**config.mk**
```make
export PLATFORM = sky130hd
export DESIGN_NAME = combo_str
export DESIGN_NICKNAME = d
export VERILOG_FILES = /design/src/rtl/combo_str.sv
export SDC_FILE = /design/constraint.sdc
export NUM_CORES = 1
export LEC_CHECK = 0
export CORE_MARGIN = 2
export CORE_UTILIZATION = 40
export CTS_CLUSTER_DIAMETER = 50
export CTS_CLUSTER_SIZE = 10
export DETAILED_ROUTE_END_ITERATION = 8
export PLACE_DENSITY = 0.7
export SLEW_MARGIN = 40
export SYNTH_ARGS = -nofsm -noshare
export SYNTH_HDL_FRONTEND = slang
export SYNTH_SLANG_ARGS = --single-unit
```
**constraint.sdc**
```tcl
create_clock -name clk_50 -period 2.7 [get_ports clk_50]
set_input_delay 0.54 -clock clk_50 [delete_from_list [all_inputs] [get_ports clk_50]]
set_output_delay 0.54 -clock clk_50 [all_outputs]
set_load 0.005 [all_outputs]
```
**src/rtl/combo_str.sv**
```systemverilog
// combo_str: decorative LED pattern generator for 27 board LEDs plus a
// two-digit 7-segment readout of the current pattern position.
//
// Ports
//   clk_50      system clock, everything on posedge
//   rst         synchronous active-high reset, overrides every other input
//   en          run enable; low freezes the prescaler and the pattern
//   sw_1..sw_4  mode select switches, sw_1 highest priority
//   led         LED drive, 1 = on, bit 0 = rightmost
//   hex0        units digit, active-low segments {g,f,e,d,c,b,a}
//   hex1        tens digit, same encoding
//
// Build option
//   COMBO_STR_HEX_EN  defined   : hex0/hex1 show pos in decimal
//                     undefined : hex0/hex1 blank (7'h7F), no digit logic
//
// Mode table (mode_r)
//   mode      | meaning
//   MODE_OFF  | all LEDs off, pos held at 0
//   MODE_CHASE| single LED walking up, wraps 26 -> 0
//   MODE_BAR  | bar fill of LEDs 0..pos, wraps 26 -> 0
//   MODE_BLINK| alternating even/odd LEDs, pos parity selects the set
//   MODE_PONG | single LED bouncing 0..26..0, end LEDs not repeated
module combo_str #(
  parameter int CLK_DIV = 1,
  parameter int N_LED   = 27
) (
  input  logic             clk_50,
  input  logic             rst,
  input  logic             en,
  input  logic             sw_1,
  input  logic             sw_2,
  input  logic             sw_3,
  input  logic             sw_4,
  output logic [N_LED-1:0] led,
  output logic [6:0]       hex0,
  output logic [6:0]       hex1
);

  localparam logic [2:0] MODE_OFF   = 3'd0;
  localparam logic [2:0] MODE_CHASE = 3'd1;
  localparam logic [2:0] MODE_BAR   = 3'd2;
  localparam logic [2:0] MODE_BLINK = 3'd3;
  localparam logic [2:0] MODE_PONG  = 3'd4;

  localparam int         CW       = (CLK_DIV > 1) ? $clog2(CLK_DIV) : 1;
  localparam logic [CW-1:0] CNT_LAST = CW'(CLK_DIV - 1);
  localparam logic [4:0] POS_LAST = 5'(N_LED - 1);

  logic [2:0]    mode_r;
  logic [2:0]    mode_dec;
  logic [4:0]    pos;
  logic          dir;     // 0 = moving up, 1 = moving down
  logic [CW-1:0] cnt;
  logic          tick;

  always_comb begin
    mode_dec = MODE_OFF;
    if (sw_1)      mode_dec = MODE_CHASE;
    else if (sw_2) mode_dec = MODE_BAR;
    else if (sw_3) mode_dec = MODE_BLINK;
    else if (sw_4) mode_dec = MODE_PONG;
  end

  assign tick = en && (cnt == CNT_LAST);

  // A mode change restarts the pattern and swallows any tick on that clock.
  always_ff @(posedge clk_50) begin
    if (rst) begin
      mode_r <= MODE_OFF;
      pos    <= '0;
      dir    <= 1'b0;
      cnt    <= '0;
    end else if (mode_dec != mode_r) begin
      mode_r <= mode_dec;
      pos    <= '0;
      dir    <= 1'b0;
      cnt    <= '0;
    end else if (en) begin
      if (tick) begin
        cnt <= '0;
        case (mode_r)
          MODE_CHASE, MODE_BAR, MODE_BLINK: begin
            pos <= (pos == POS_LAST) ? 5'd0 : pos + 5'd1;
          end
          MODE_PONG: begin
            // Turn around at the ends by moving straight to the neighbour,
            // so the end LEDs are lit for one step only.
            if (!dir) begin
              if (pos == POS_LAST) begin
                dir <= 1'b1;
                pos <= POS_LAST - 5'd1;
              end else begin
                pos <= pos + 5'd1;
              end
            end else begin
              if (pos == 5'd0) begin
                dir <= 1'b0;
                pos <= 5'd1;
              end else begin
                pos <= pos - 5'd1;
              end
            end
          end
          default: pos <= '0;
        endcase
      end else begin
        cnt <= cnt + CW'(1);
      end
    end
  end

  always_comb begin
    led = '0;
    for (int i = 0; i < N_LED; i++) begin
      case (mode_r)
        MODE_CHASE, MODE_PONG: led[i] = (i == int'(pos));
        MODE_BAR:              led[i] = (i <= int'(pos));
        MODE_BLINK:            led[i] = ((i % 2) == 1) == pos[0];
        default:               led[i] = 1'b0;
      endcase
    end
  end

`ifdef COMBO_STR_HEX_EN
  function automatic logic [6:0] seg_font(input logic [3:0] d);
    case (d)
      4'd0:    seg_font = 7'h40;
      4'd1:    seg_font = 7'h79;
      4'd2:    seg_font = 7'h24;
      4'd3:    seg_font = 7'h30;
      4'd4:    seg_font = 7'h19;
      4'd5:    seg_font = 7'h12;
      4'd6:    seg_font = 7'h02;
      4'd7:    seg_font = 7'h78;
      4'd8:    seg_font = 7'h00;
      4'd9:    seg_font = 7'h10;
      default: seg_font = 7'h7F;
    endcase
  endfunction

  logic [3:0] tens;
  logic [4:0] units;

  // pos never exceeds 26, so two compares replace a divider.
  always_comb begin
    tens  = 4'd0;
    units = pos;
    if (pos >= 5'd20) begin
      tens  = 4'd2;
      units = pos - 5'd20;
    end else if (pos >= 5'd10) begin
      tens  = 4'd1;
      units = pos - 5'd10;
    end
  end

  assign hex0 = seg_font(units[3:0]);
  assign hex1 = seg_font(tens);
`else
  assign hex0 = 7'h7F;
  assign hex1 = 7'h7F;
`endif

endmodule

```
### After elaboration in Yosys (flattened, before gate mapping)

Index checks and enable logic that the tools add are counted.
W data, S select, Z words.

* ROM bits: 0
* bits in latches: 0
* bits in writable memories: 0
* memories kept: 0
* flip-flop bits (word level): 10

* add/subtract/negate cells: 3
* multipliers: 0
* reduce and logical (&&, ||, !) cells: 8
* order comparisons: 26
* equal/unequal tests: 32
* mux-type cells: 40
* div/mod/pow operators: 0
* bitwise gates (word level): 2
* shift operators: 0

Operators with widths (count)
* $pmux W1 S3: 27
* $eq A5 B5 Y1 const A: 16
* $le A5 B5 Y1 const A: 11
* $le A4 B5 Y1 const A: 8
* $eq A4 B5 Y1 const A: 7
* $le A3 B5 Y1 const A: 4
* $mux W5: 4
* $mux W3: 4
* $eq A3 B5 Y1 const A: 2
* $le A2 B5 Y1 const A: 2
* $logic_not A5 Y1: 2
* $pmux W5 S2: 1
* $eq A3 B2 Y1 const B: 2
* $add A5 B1 Y5 const B: 1
* $eq A2 B5 Y1 const A: 1
* $eq A5 B5 Y1 const B: 1
* $le A1 B5 Y1 const A: 1
* $sub A5 B1 Y5 const B: 1
* $mux W1: 4
* $reduce_or A2 Y1: 2
* $eq A3 B1 Y1 const B: 1
* $eq A3 B3 Y1 const B: 1
* $ne A3 B3 Y1: 1
* $reduce_and A3 Y1: 1
* other kinds (5): 6

### Logic depth before layout (Yosys ltp)

Gate-level depths: netlist (run 1).

* depth after elaboration: 6
* mapped depth: 8
* depth with buffers taken out: 6

### Worst setup path after synthesis (run 1)

Ideal clock, no wire load.

* kind: register to output
* from: reg pos[0]
* to: out led[0]
* stages on the path, launching flop included: 6
* arrival time: 1.677 ns
* data required time: 2.160 ns
* slack: 0.483 ns
* buffers on the path: 1
* cells stage by stage: dfxtp_1 -> clkbuf_1 -> inv_1 -> ha_1 -> or4b_1 -> o311ai_1

* longest elaborated chain between the ends: 2
* elaborated cells between the ends (all ways): 3
* classes of those cells: mux (1); bitwise (1); reduce/logical (1)

Ends and longest elaborated chain
* from (decl): line 52 `logic [4:0] pos;`
* from (signal assigned): line 84 `pos <= (pos == POS_LAST) ? 5'd0 : pos + 5'd1;`
* from (signal assigned): line 92 `pos <= POS_LAST - 5'd1;`
* from (signal assigned): line 94 `pos <= pos + 5'd1;`
* $logic_not A5 Y1 / $not A1 Y1 (equally long branches): line 117, 119
* $pmux W1 S3 *: line 116 `case (mode_r)`
* to (decl): line 35 `output logic [N_LED-1:0] led,`

Every way passes the cells marked *; elsewhere a longest branch is shown, timed or not.

### Final worst setup path (run 1)

* from: reg pos[1]
* to: out led[5]

* longest elaborated chain between the ends: 2
* elaborated cells between the ends (all ways): 3
* classes of those cells: order compare (1); eq/ne (1); mux (1)

Ends and longest elaborated chain (line)
* $le A3 B5 Y1 / $eq A4 B5 Y1 (equally long branches): 118, 117
* $pmux W1 S3 *: 116

Marked as above.

==> key figures, run 1 <==
Outcome
  – Status: finished, final reports clean

Die
  – Starting Density: 0.426
  – Core Box Area: between 0.003 and 0.004 mm²
  – Chip Height: between 60 and 70 µm
  – Die area: 0.00451 mm²
  – Site row count: 22
  – Die X: roughly 67 µm
  – Top Ports: between 40 and 50

Global route
  – Global route total overflow: 0
  – GRT Util Overall: 0.216
  – First-pass GRT wire length: a little under 8 mm
  – Number of global-route vias before repair: ~1700
  – Pin count of the biggest net entering global routing: 19
  – Initial antenna violation count: 0

Place
  – DP Cell Count: 320
  – IO buf count: 33
  – Routability congestion estimate: 0.904
  – Dpl hpwl: ~3.5 mm

STA
  – Post-Route Setup TNS: 0 ps
  – Max Slew Vio Count: 0
  – Fmax achieved: slightly below 400 MHz
  – Final setup violation count: 0
  – Worst-margin pin slew: between 500 and 600 ps
  – RSZ-0062 raised after global routing: false
  – Slew HR: 0.618
  – Fin crit share: 0.963
  – Final Hold Violating Endpoints: 0
  – Fin crit period: around 2600 ps
  – Clk_skew: ~5.3 ps

Synthesis
  – Synthesized area per cell: around 6.8 µm²
  – Ys async rst share: 0
  – Top cells by count, synth: nand2_1 (19), nor2_1 (19), o21ai_1 (17)
  – Top_reg_cell synth: dfxtp_1
  – Number of synthesized flops with an enable pin: 0
  – Synth top area share: 0.126
  – Synth Register Bits: 10
  – Cell area after synthesis: approximately 0.0016 mm²
  – Seq/Total Area, Yosys: 0.126
  – Area leader, netlist: dfxtp_1
  – Gate Count Post-Synth: approximately 240
  – Top area cells in the synthesized netlist: dfxtp_1 (13%), buf_4 (7.1%), ha_1 (5.5%), o21ai_1 (5.3%), nand2_1 (4.5%)
  – Yosys warns: 0
  – Distinct cells, synth: 58

Power and ir drop
  – Logic pwr share: 0.267
  – Lkg Pwr: 0.913 nW
  – P_sw: around 0.13 mW
  – P_int: 0.338 mW
  – Clock power frac: 0.403
  – Switching Fraction: 0.275
  – Sequential Power Share: 0.330
  – Peak VDD IR: 264 µV
  – Pwr Density: around 210 mW/mm²

Clock network
  – Root buffer cell: clkbuf_8
  – Cts hold-fix bufs: 0
  – CTS sink cnt: 10
  – CTS Buf Count: 3
  – CTS Buffer Depth: 2
  – Clock tree from TritonCTS: yes
  – Clock Latency Late Sink: about 240 ps
  – CTS clk-pin slew, worst paths: 50 ps
  – H-tree depth reported by CTS: 1

Drt
  – Initial drt markers: around 170
  – Drt pass-1 iters: 4
  – DRC: 0
  – WL final: 4.75 mm
  – Antenna violation net count after detailed routing: 0
  – Routed vias: about 1900
  – Drt wl/cell: 14.4 µm
  – Avg Vias per Cell: ~5.7

Setup path
  – Crit path largest cell delay: 450 ps
  – Startpoint Class: flip-flop
  – Kind of end point of the critical path: output pin
  – CP bufs+invs: 3
  – Critical Path RT: 2160 ps
  – CP delay by family, top: buffers and inverters
  – Crit-path cells: inv_2 -> ha_1 -> nor4b_2 -> buf_4 -> a221o_1 -> clkdlybuf4s50_1
  – Crit path max fanout: 4
  – Critical path class: flip-flop to output pin
  – Critical path arrival: approximately 2100 ps
  – Critical Path Slowest Stage Cell: clkdlybuf4s50_1

Finish
  – Ratio of cells with drive above 1 in the final layout: 0.210
  – Final Non-Filler Cells: 329
  – Area Growth Syn to Fin: 35.9%
  – # diodes: 0
  – Nets@finish: around 300

Worst hold path
  – Hold Crit Class: flip-flop to flip-flop

Flow run
  – Max Cap Viol: 0
-- power by group through the flow --
stage          registers [mW]  logic [mW]  clock network, mW
2_1_floorplan           0.154      0.0827                  0
3_3_place_gp            0.156       0.116                  0
3_5_place_dp            0.156       0.117                  0
4_1_cts                 0.153       0.116              0.188
5_1_grt                 0.154       0.137              0.199
6_report                0.153       0.125              0.188
-- stage by stage --
stage	utilization	hold WS, ps	setup slack (ps)	instance area [µm²]	power, mW
3_5_place_dp	0.540	468	127	2020	0.273
3_3_place_gp	0.540	462	160	2020	0.272
2_1_floorplan	-	454	483	1640	0.237
5_1_grt	0.579	496	9.70	2170	0.489
6_report	0.579	473	100	2170	0.466
4_1_cts	0.556	475	16.0	2080	0.458
-- state kept, by name, indices dropped and copies added (netlist names) --
| register | flops |
|---|---|
| cnt | 1 |
| pos | 5 |
| dir | 1 |
| mode_r | 3 |
-- cells by family after synthesis --
kind of cell	count (synthesis)	share of synthesized area
compound gates	76	0.325
xor+xnor	4	0.0220
fa+ha+maj	7	0.0549
buf+inv	43	0.144
flops	10	0.126
mux	3	0.0188
other cells	1	0.00235
simple gates	92	0.308
-- cell type report --
cell class                      count  area (µm²)
Timing Repair Buffer               63         556
Inverter                            8        30.0
Tap cell                           48        60.1
Clock buffer                        4        55.1
Sequential cell                    10         211
Fill cell                         377        1580
Multi-Input combinational cell    196        1250
-- metal layers --
layer | vias to the layer above | share of wire | track usage
met5 | - | 0 | 0
met4 | 0 | 0.0074 | 0.0689
met3 | 4 | 0.072 | 0.0203
met2 | 83 | 0.46 | 0.351
met1 | 851 | 0.46 | 0.298
li1 | 931 | - | -
-- timing repair --
item / in CTS / in global routing
setup endpoints to repair: 18 / 20
resized for setup: 12 / 16
buffers inserted: 0 / 5
pin swaps: 0 / 2
-- cells in the final DEF, fill, tap and decap left out, drive strengths merged, types with 3 or more instances in the layout --
master	n
nand2b	5
clkdlybuf4s50	24
nand3	12
o21a	3
dlygate4sd2	6
o22ai	4
inv	8
nor2	19
o211ai	6
nor3	10
conb	14
clkbuf	4
nor3b	3
o21ai	22
a211oi	5
a21oi	13
xnor2	3
or3b	4
dlymetal6s2s	3
nor4	3
buf	30
mux2i	3
nand2	19
a31oi	3
dfxtp	10
nor2b	6
ha	7
-- path summary, 6_finish.rpt --
path / startpoint / to / slack, ps / cells after the start
hold / removal: cnt / cnt / 470 / 1
setup reg to reg: pos[1] / pos[4] / 740 / 7
hold reg to reg: cnt / cnt / 470 / 1
setup / recovery: pos[1] / led[5] / 100 / 6
(Power assumes the default switching activity.)
==> run 2: changes to the inputs <==
--- a/config.mk
+++ b/config.mk
@@ -5,12 +5,14 @@
 export SDC_FILE = /design/constraint.sdc
 export NUM_CORES = 1
 export LEC_CHECK = 0
+export CELL_PAD_IN_SITES_DETAIL_PLACEMENT = 2
+export CELL_PAD_IN_SITES_GLOBAL_PLACEMENT = 2
 export CORE_MARGIN = 2
-export CORE_UTILIZATION = 40
+export CORE_UTILIZATION = 25
 export CTS_CLUSTER_DIAMETER = 50
 export CTS_CLUSTER_SIZE = 10
 export DETAILED_ROUTE_END_ITERATION = 8
-export PLACE_DENSITY = 0.7
+export PLACE_DENSITY_LB_ADDON = 0.1
 export SLEW_MARGIN = 40
 export SYNTH_ARGS = -nofsm -noshare
 export SYNTH_HDL_FRONTEND = slang
==> run 2 against run 1 <==
- clock skew is essentially flat
- clock-buffer cell count is the same
- design area grew 7.3%
- sequential cell count is the same
- non-clock buffer count grew 7
- cell count grew 11%
- hold slack gained 3.0 ps
- sequential share of layout area shrank 0.88 points
- combinational power grew 10%
- clock power grew 4%
- setup slack lost 70 ps
- critical path type unchanged
- critical endpoint is now led[13]
- largest cell class unchanged
==> key figures, run 2 (synthesis gave the netlist of run 1 again) <==
Setup path
  – Critical Path RT: 2160 ps
  – RR Startpoint: pos[0]
  – Most used cell, CP: buf_4
  – Reg2Reg Setup Slack: 760 ps
  – Reg-to-Reg End: pos[4]
  – Critical Path Slowest Stage Cell: clkdlybuf4s50_1
  – Kind of end point of the critical path: output pin
  – Critical path arrival: approximately 2100 ps
  – Startpoint Class: flip-flop
  – Worst R2R Path Depth: 7
  – Crit-path cells: inv_1 -> buf_4 -> ha_2 -> nor4b_2 -> buf_4 -> nor2_1 -> o211ai_1 -> clkdlybuf4s50_1
  – Crit path max fanout: 3
  – Crit. Startpoint: pos[1]
  – Critical path class: flip-flop to output pin
  – Crit path largest cell delay: about 530 ps

Drt
  – Initial drt markers: 62
  – Routed vias: ~1900
  – WL final: roughly 6.4 mm
  – Drt wl/cell: about 18 µm
  – Met1 Wirelength: 2.93 mm
  – Avg Vias per Cell: ~5.3
  – Met3 WL post-DR: approximately 130 µm
  – Drt pass-1 iters: 4
  – Antenna violation net count after detailed routing: 0
  – Top sig layer: met4
  – DRC: 0
  – Wire length on met2: 3.30 mm

Place
  – IO buf count: 33
  – Routability congestion estimate: 0.818
  – DP Cell Count: approximately 360
  – Dpl hpwl: 5.12 mm
  – Dpl cell area: between 0.002 and 0.0025 mm²

Clock network
  – Root buffer cell: clkbuf_8
  – CTS clk-pin slew, worst paths: about 50 ps
  – CTS sink cnt: 10
  – CTS Buffer Depth: 2
  – H-tree depth reported by CTS: 1
  – CTS Buf Count: 3
  – Clock tree from TritonCTS: yes
  – Clock Latency Late Sink: around 240 ps

Finish
  – Largest register FFs: 5
  – # diodes: 0
  – Final Non-Filler Cells: ~370
  – Biggest regs: pos (5), mode_r (3)
  – Most common cell after layout, fill and taps aside: buf_4
  – Area Growth Syn to Fin: 45.9%
  – Nets@finish: between 300 and 400
  – Ratio of cells with drive above 1 in the final layout: 0.226
  – Fin area: between 0.002 and 0.0025 mm²
  – # fillers: roughly 750
  – Most frequent cells in the layout: buf_4 (33), clkdlybuf4s50_1 (23), nand2_1 (19)
  – Top reg by flops: pos

Flow run
  – Max Cap Viol: 0

STA
  – Max Slew Vio Count: 0
  – RSZ-0062 raised after global routing: true
  – Worst-margin pin slew: just over 700 ps
  – Fmax achieved: 375 MHz
  – Fin crit share: 0.989
  – Fin crit period: 2670 ps
  – Slew HR: 0.523
  – Final setup violation count: 0
  – Final Hold Violating Endpoints: 0
  – Clk_skew: ~5 ps

Outcome
  – Status: finished, final reports clean

Power and ir drop
  – Sequential Power Share: 0.316
  – Lkg Pwr: 0.992 nW
  – P_int: between 0.3 and 0.4 mW
  – P_sw: around 0.14 mW
  – Clock power frac: 0.401
  – Peak VDD IR: roughly 210 µV
  – Pwr Density: between 200 and 250 mW/mm²
  – Logic pwr share: 0.283
  – Switching Fraction: 0.292

Die
  – Starting Density: 0.255
  – Chip Height: ~84 µm
  – Die X: 83.9 µm
  – Core Box Area: approximately 0.0062 mm²
  – Die area: around 0.0070 mm²
  – Site row count: 29
  – Top Ports: 48

Global route
  – First-pass GRT wire length: around 10 mm
  – GRT Util Overall: 0.185
  – Global route total overflow: 0
  – Initial antenna violation count: 0
  – Pin count of the biggest net entering global routing: 19
  – Number of global-route vias before repair: 1962

Worst hold path
  – Cell count of the worst hold path: 1
  – Hold Crit Class: flip-flop to flip-flop
  – Hold path start: cnt
  – Hold EP: cnt
run 2: changes by cell type in the layout (fill, tap and decap cells not counted), sizes merged:
cell           before  now
clkdlybuf4s50      24   23
dlymetal6s2s        3    5
dlygate4sd2         6    5
buf                30   37
run 2: area by class of cell:
cell class                      count  area [µm²]  share of cell area
Clock buffer                        4        55.1              0.0237
Inverter                            8        30.0              0.0129
Multi-Input combinational cell    196        1290               0.555
Sequential cell                    10         206              0.0888
Tap cell                           77        96.3              0.0414
Timing Repair Buffer               70         647               0.278
run 2: how the worst max path moves through the flow:
stage	to	depth (start not counted)	slack, ps
CTS	led[13]	7	20
finish	led[13]	8	30
global placement	led[0]	5	80
floorplan	led[0]	5	480
global route	led[13]	8	-80
detailed placement	led[0]	5	20
run 2: per-stage QoR:
step / TNS (ps) / utilization / worst slack [ps] / power, mW / hold WS (ps)
after global routing: -281 / 0.373 / -81.1 / 0.517 / 497
final: 0 / 0.373 / 30.8 / 0.487 / 476
after global placement: 0 / 0.339 / 76.5 / 0.281 / 462
after floorplan: 0 / - / 483 / 0.237 / 454
after CTS: 0 / 0.356 / 21.3 / 0.485 / 482
after detailed placement: 0 / 0.339 / 22.7 / 0.283 / 474
run 2: repair_timing:
action                                 in CTS  in global routing
setup endpoints to repair                  20                 16
gates resized for setup                    19                 13
setup buffers                               1                  5
pin swaps                                   0                  1
endpoints found under the hold margin       0                  0
hold buffers                                0                  0
run 2: power by group through the flow:
stage                     Sequential, mW  Combinational [mW]  Clock (mW)
after floorplan                    0.154              0.0827           0
after global placement             0.156               0.125           0
after detailed placement           0.157               0.126           0
after CTS                          0.154               0.131       0.201
after global routing               0.154               0.150       0.213
final                              0.154               0.138       0.195
run 2: metal layers:
metal | vias up | track usage
met5 | - | 0
met4 | 0 | 0.0352
met3 | 4 | 0.0119
met2 | 30 | 0.329
met1 | 948 | 0.246
li1 | 940 | -
run 2: worst max-delay path, delay by kind of cell, from the launching register on:
kind	cells	cell delay, ps
adder cells (fa/ha/maj)	1	200
buffers and inverters	4	960
AO/OA/AOI/OAI	1	180
AND/OR/NAND/NOR	2	250
flip-flops	1	310
==> run 3: changes to the inputs <==
--- a/config.mk
+++ b/config.mk
@@ -7,8 +7,8 @@
 export LEC_CHECK = 0
 export CELL_PAD_IN_SITES_DETAIL_PLACEMENT = 2
 export CELL_PAD_IN_SITES_GLOBAL_PLACEMENT = 2
-export CORE_MARGIN = 2
-export CORE_UTILIZATION = 25
+export CORE_MARGIN = 1.5
+export CORE_UTILIZATION = 27
 export CTS_CLUSTER_DIAMETER = 50
 export CTS_CLUSTER_SIZE = 10
 export DETAILED_ROUTE_END_ITERATION = 8
==> constraint.sdc (replaced) <==
create_clock -name clk_50 -period 3.2 [get_ports clk_50]
set_input_delay 0.64 -clock clk_50 [delete_from_list [all_inputs] [get_ports clk_50]]
set_output_delay 0.64 -clock clk_50 [all_outputs]
set_load 0.005 [all_outputs]
==> run 3 against run 2 <==
- sequential share of layout area increased by 1.1 points
- sequential power shrank 14%
- register-to-register slack better by 270 ps
- wire length shrank 3.9%
- clock skew is 3.0 ps lower
- die area decreased by 9.3%
- global-route usage rose by 2.3 points
- sequential cell count did not move
- hold slack gained 1.6 ps
- critical endpoint is now led[2]
- via count down 6.2%
==> key figures, run 3 (synthesis gave the netlist of run 1 again) <==
Global route
  – Pin count of the biggest net entering global routing: 22
  – Number of global-route vias before repair: approximately 1900
  – GRT Util Overall: 0.208
  – First-pass GRT wire length: ~10 mm
  – Initial antenna violation count: 0
  – Global route total overflow: 0

Power and ir drop
  – P_sw: roughly 0.11 mW
  – Pwr Density: roughly 190 mW/mm²
  – Clock power frac: 0.410
  – P_int: ~0.28 mW
  – Switching Fraction: 0.277
  – Logic pwr share: 0.244
  – Sequential Power Share: 0.347
  – Peak VDD IR: between 200 and 300 µV
  – Lkg Pwr: around 0.74 nW
  – Tot Pwr: about 0.38 mW

Drt
  – Drt wl/cell: 18.3 µm
  – Initial drt markers: 72
  – DRC: 0
  – WL final: 6.16 mm
  – Antenna violation net count after detailed routing: 0
  – Routed vias: about 1800
  – Avg Vias per Cell: around 5.4
  – Drt pass-1 iters: 4

Setup path
  – Kind of end point of the critical path: output pin
  – Crit path max fanout: 10
  – Crit path largest cell delay: approximately 540 ps
  – Startpoint Class: flip-flop
  – Critical Path Slowest Stage Cell: clkdlybuf4s50_1
  – Crit. Startpoint: mode_r[2]
  – Reg-to-Reg End: pos[4]
  – Setup crit end: led[2]
  – Critical path class: flip-flop to output pin
  – Most used cell, CP: or3b_4
  – Crit-path cells: or3b_4 -> o21a_4 -> or3b_4 -> o311ai_2 -> clkdlybuf4s50_1
  – Worst R2R Path Depth: 6
  – RR Startpoint: pos[3]
  – Critical path arrival: 2440 ps
  – Critical Path RT: 2560 ps
  – Reg2Reg Setup Slack: between 1000 and 1500 ps

Die
  – Die X: between 70 and 80 µm
  – Starting Density: 0.284
  – Core Box Area: 0.00561 mm²
  – Site row count: 27
  – Chip Height: roughly 80 µm
  – Top Ports: 48
  – Die area: roughly 0.0064 mm²

Finish
  – Fin area: slightly above 0.002 mm²
  – Final Non-Filler Cells: 337
  – Biggest regs: pos (5), mode_r (3)
  – Nets@finish: 280
  – Area Growth Syn to Fin: 27.9%
  – Largest register FFs: 5
  – Most frequent cells in the layout: clkdlybuf4s50_1 (33), nand2_1 (19), nor2_1 (18)
  – Most common cell after layout, fill and taps aside: clkdlybuf4s50_1
  – # diodes: 0
  – Top reg by flops: pos
  – Ratio of cells with drive above 1 in the final layout: 0.113

Clock network
  – H-tree depth reported by CTS: 1
  – CTS Buffer Depth: 2
  – Root buffer cell: clkbuf_8
  – CTS sink cnt: 10
  – Clock Latency Late Sink: around 230 ps
  – Clock tree from TritonCTS: yes
  – CTS clk-pin slew, worst paths: approximately 50 ps
  – CTS Buf Count: 3
  – Post-CTS setup buffers: 0

STA
  – Fmax achieved: 325 MHz
  – Fin crit period: 3080 ps
  – Fin crit share: 0.963
  – Clk_skew: 2.01 ps
  – Worst-margin pin slew: 806 ps
  – Post-Route Setup TNS: 0 ps
  – Final Hold Violating Endpoints: 0
  – RSZ-0062 raised after global routing: false
  – Final setup violation count: 0
  – Max Slew Vio Count: 0
  – Worst setup margin: around 120 ps
  – Slew HR: 0.462

Place
  – Dpl cell area: 0.00197 mm²
  – DP Cell Count: approximately 330
  – Routability congestion estimate: a little under 0.8
  – Dpl hpwl: 4.80 mm
  – Setup WS pre-CTS: roughly 320 ps
  – IO buf count: 33

Outcome
  – Status: finished, final reports clean

Flow run
  – Max Cap Viol: 0

Worst hold path
  – Hold Crit Class: flip-flop to flip-flop
## run 3: cell type report
cell class	count	area, µm²
Multi-Input combinational cell	196	1220
Timing Repair Buffer	47	435
Sequential cell	10	203
Tap cell	72	90.1
Clock buffer	4	55.1
Fill cell	696	3570
Inverter	8	30.0
## run 3: layer usage
layer  wire [µm]  GRT usage  part of all wire
met2        3050      0.359              0.49
met5           0          0                 0
met4          74     0.0586             0.012
met3         155     0.0126             0.025
met1        2890      0.277              0.47
## run 3: what timing repair did
item                                   CTS  global route
hold buffers                             0             0
setup endpoints to repair                0             8
resized for setup                        0             5
endpoints found under the hold margin    0             0
## run 3: through the flow
step                hold WS, ps   util
floorplan                   454      -
global placement            462  0.351
detailed placement          474  0.351
CTS                         481  0.361
global route                496  0.363
finish                      478  0.363
## run 3: worst max-delay path, delay by kind of cell (launching register included)
kind / cells / cell delay, ps
AO/OA/AOI/OAI: 2 / 390
AND/OR/NAND/NOR: 2 / 850
buffers and inverters: 1 / 540
flip-flops: 1 / 420
## run 3: worst min-delay path by stage
stage	to	startpoint	slack, ps	depth (start not counted)
6_report	cnt	cnt	480	1
2_1_floorplan	cnt	cnt	450	1
3_3_place_gp	cnt	cnt	460	1
3_5_place_dp	cnt	cnt	470	1
5_1_grt	cnt	cnt	500	1
4_1_cts	cnt	cnt	480	1
## run 3: power groups by stage
| stage | registers [mW] | logic (mW) | clock network (mW) |
|---|---|---|---|
| 2_1_floorplan | 0.130 | 0.0698 | 0 |
| 3_5_place_dp | 0.134 | 0.0922 | 0 |
| 3_3_place_gp | 0.134 | 0.0909 | 0 |
| 6_report | 0.132 | 0.0928 | 0.156 |
| 5_1_grt | 0.133 | 0.102 | 0.169 |
| 4_1_cts | 0.132 | 0.0928 | 0.161 |
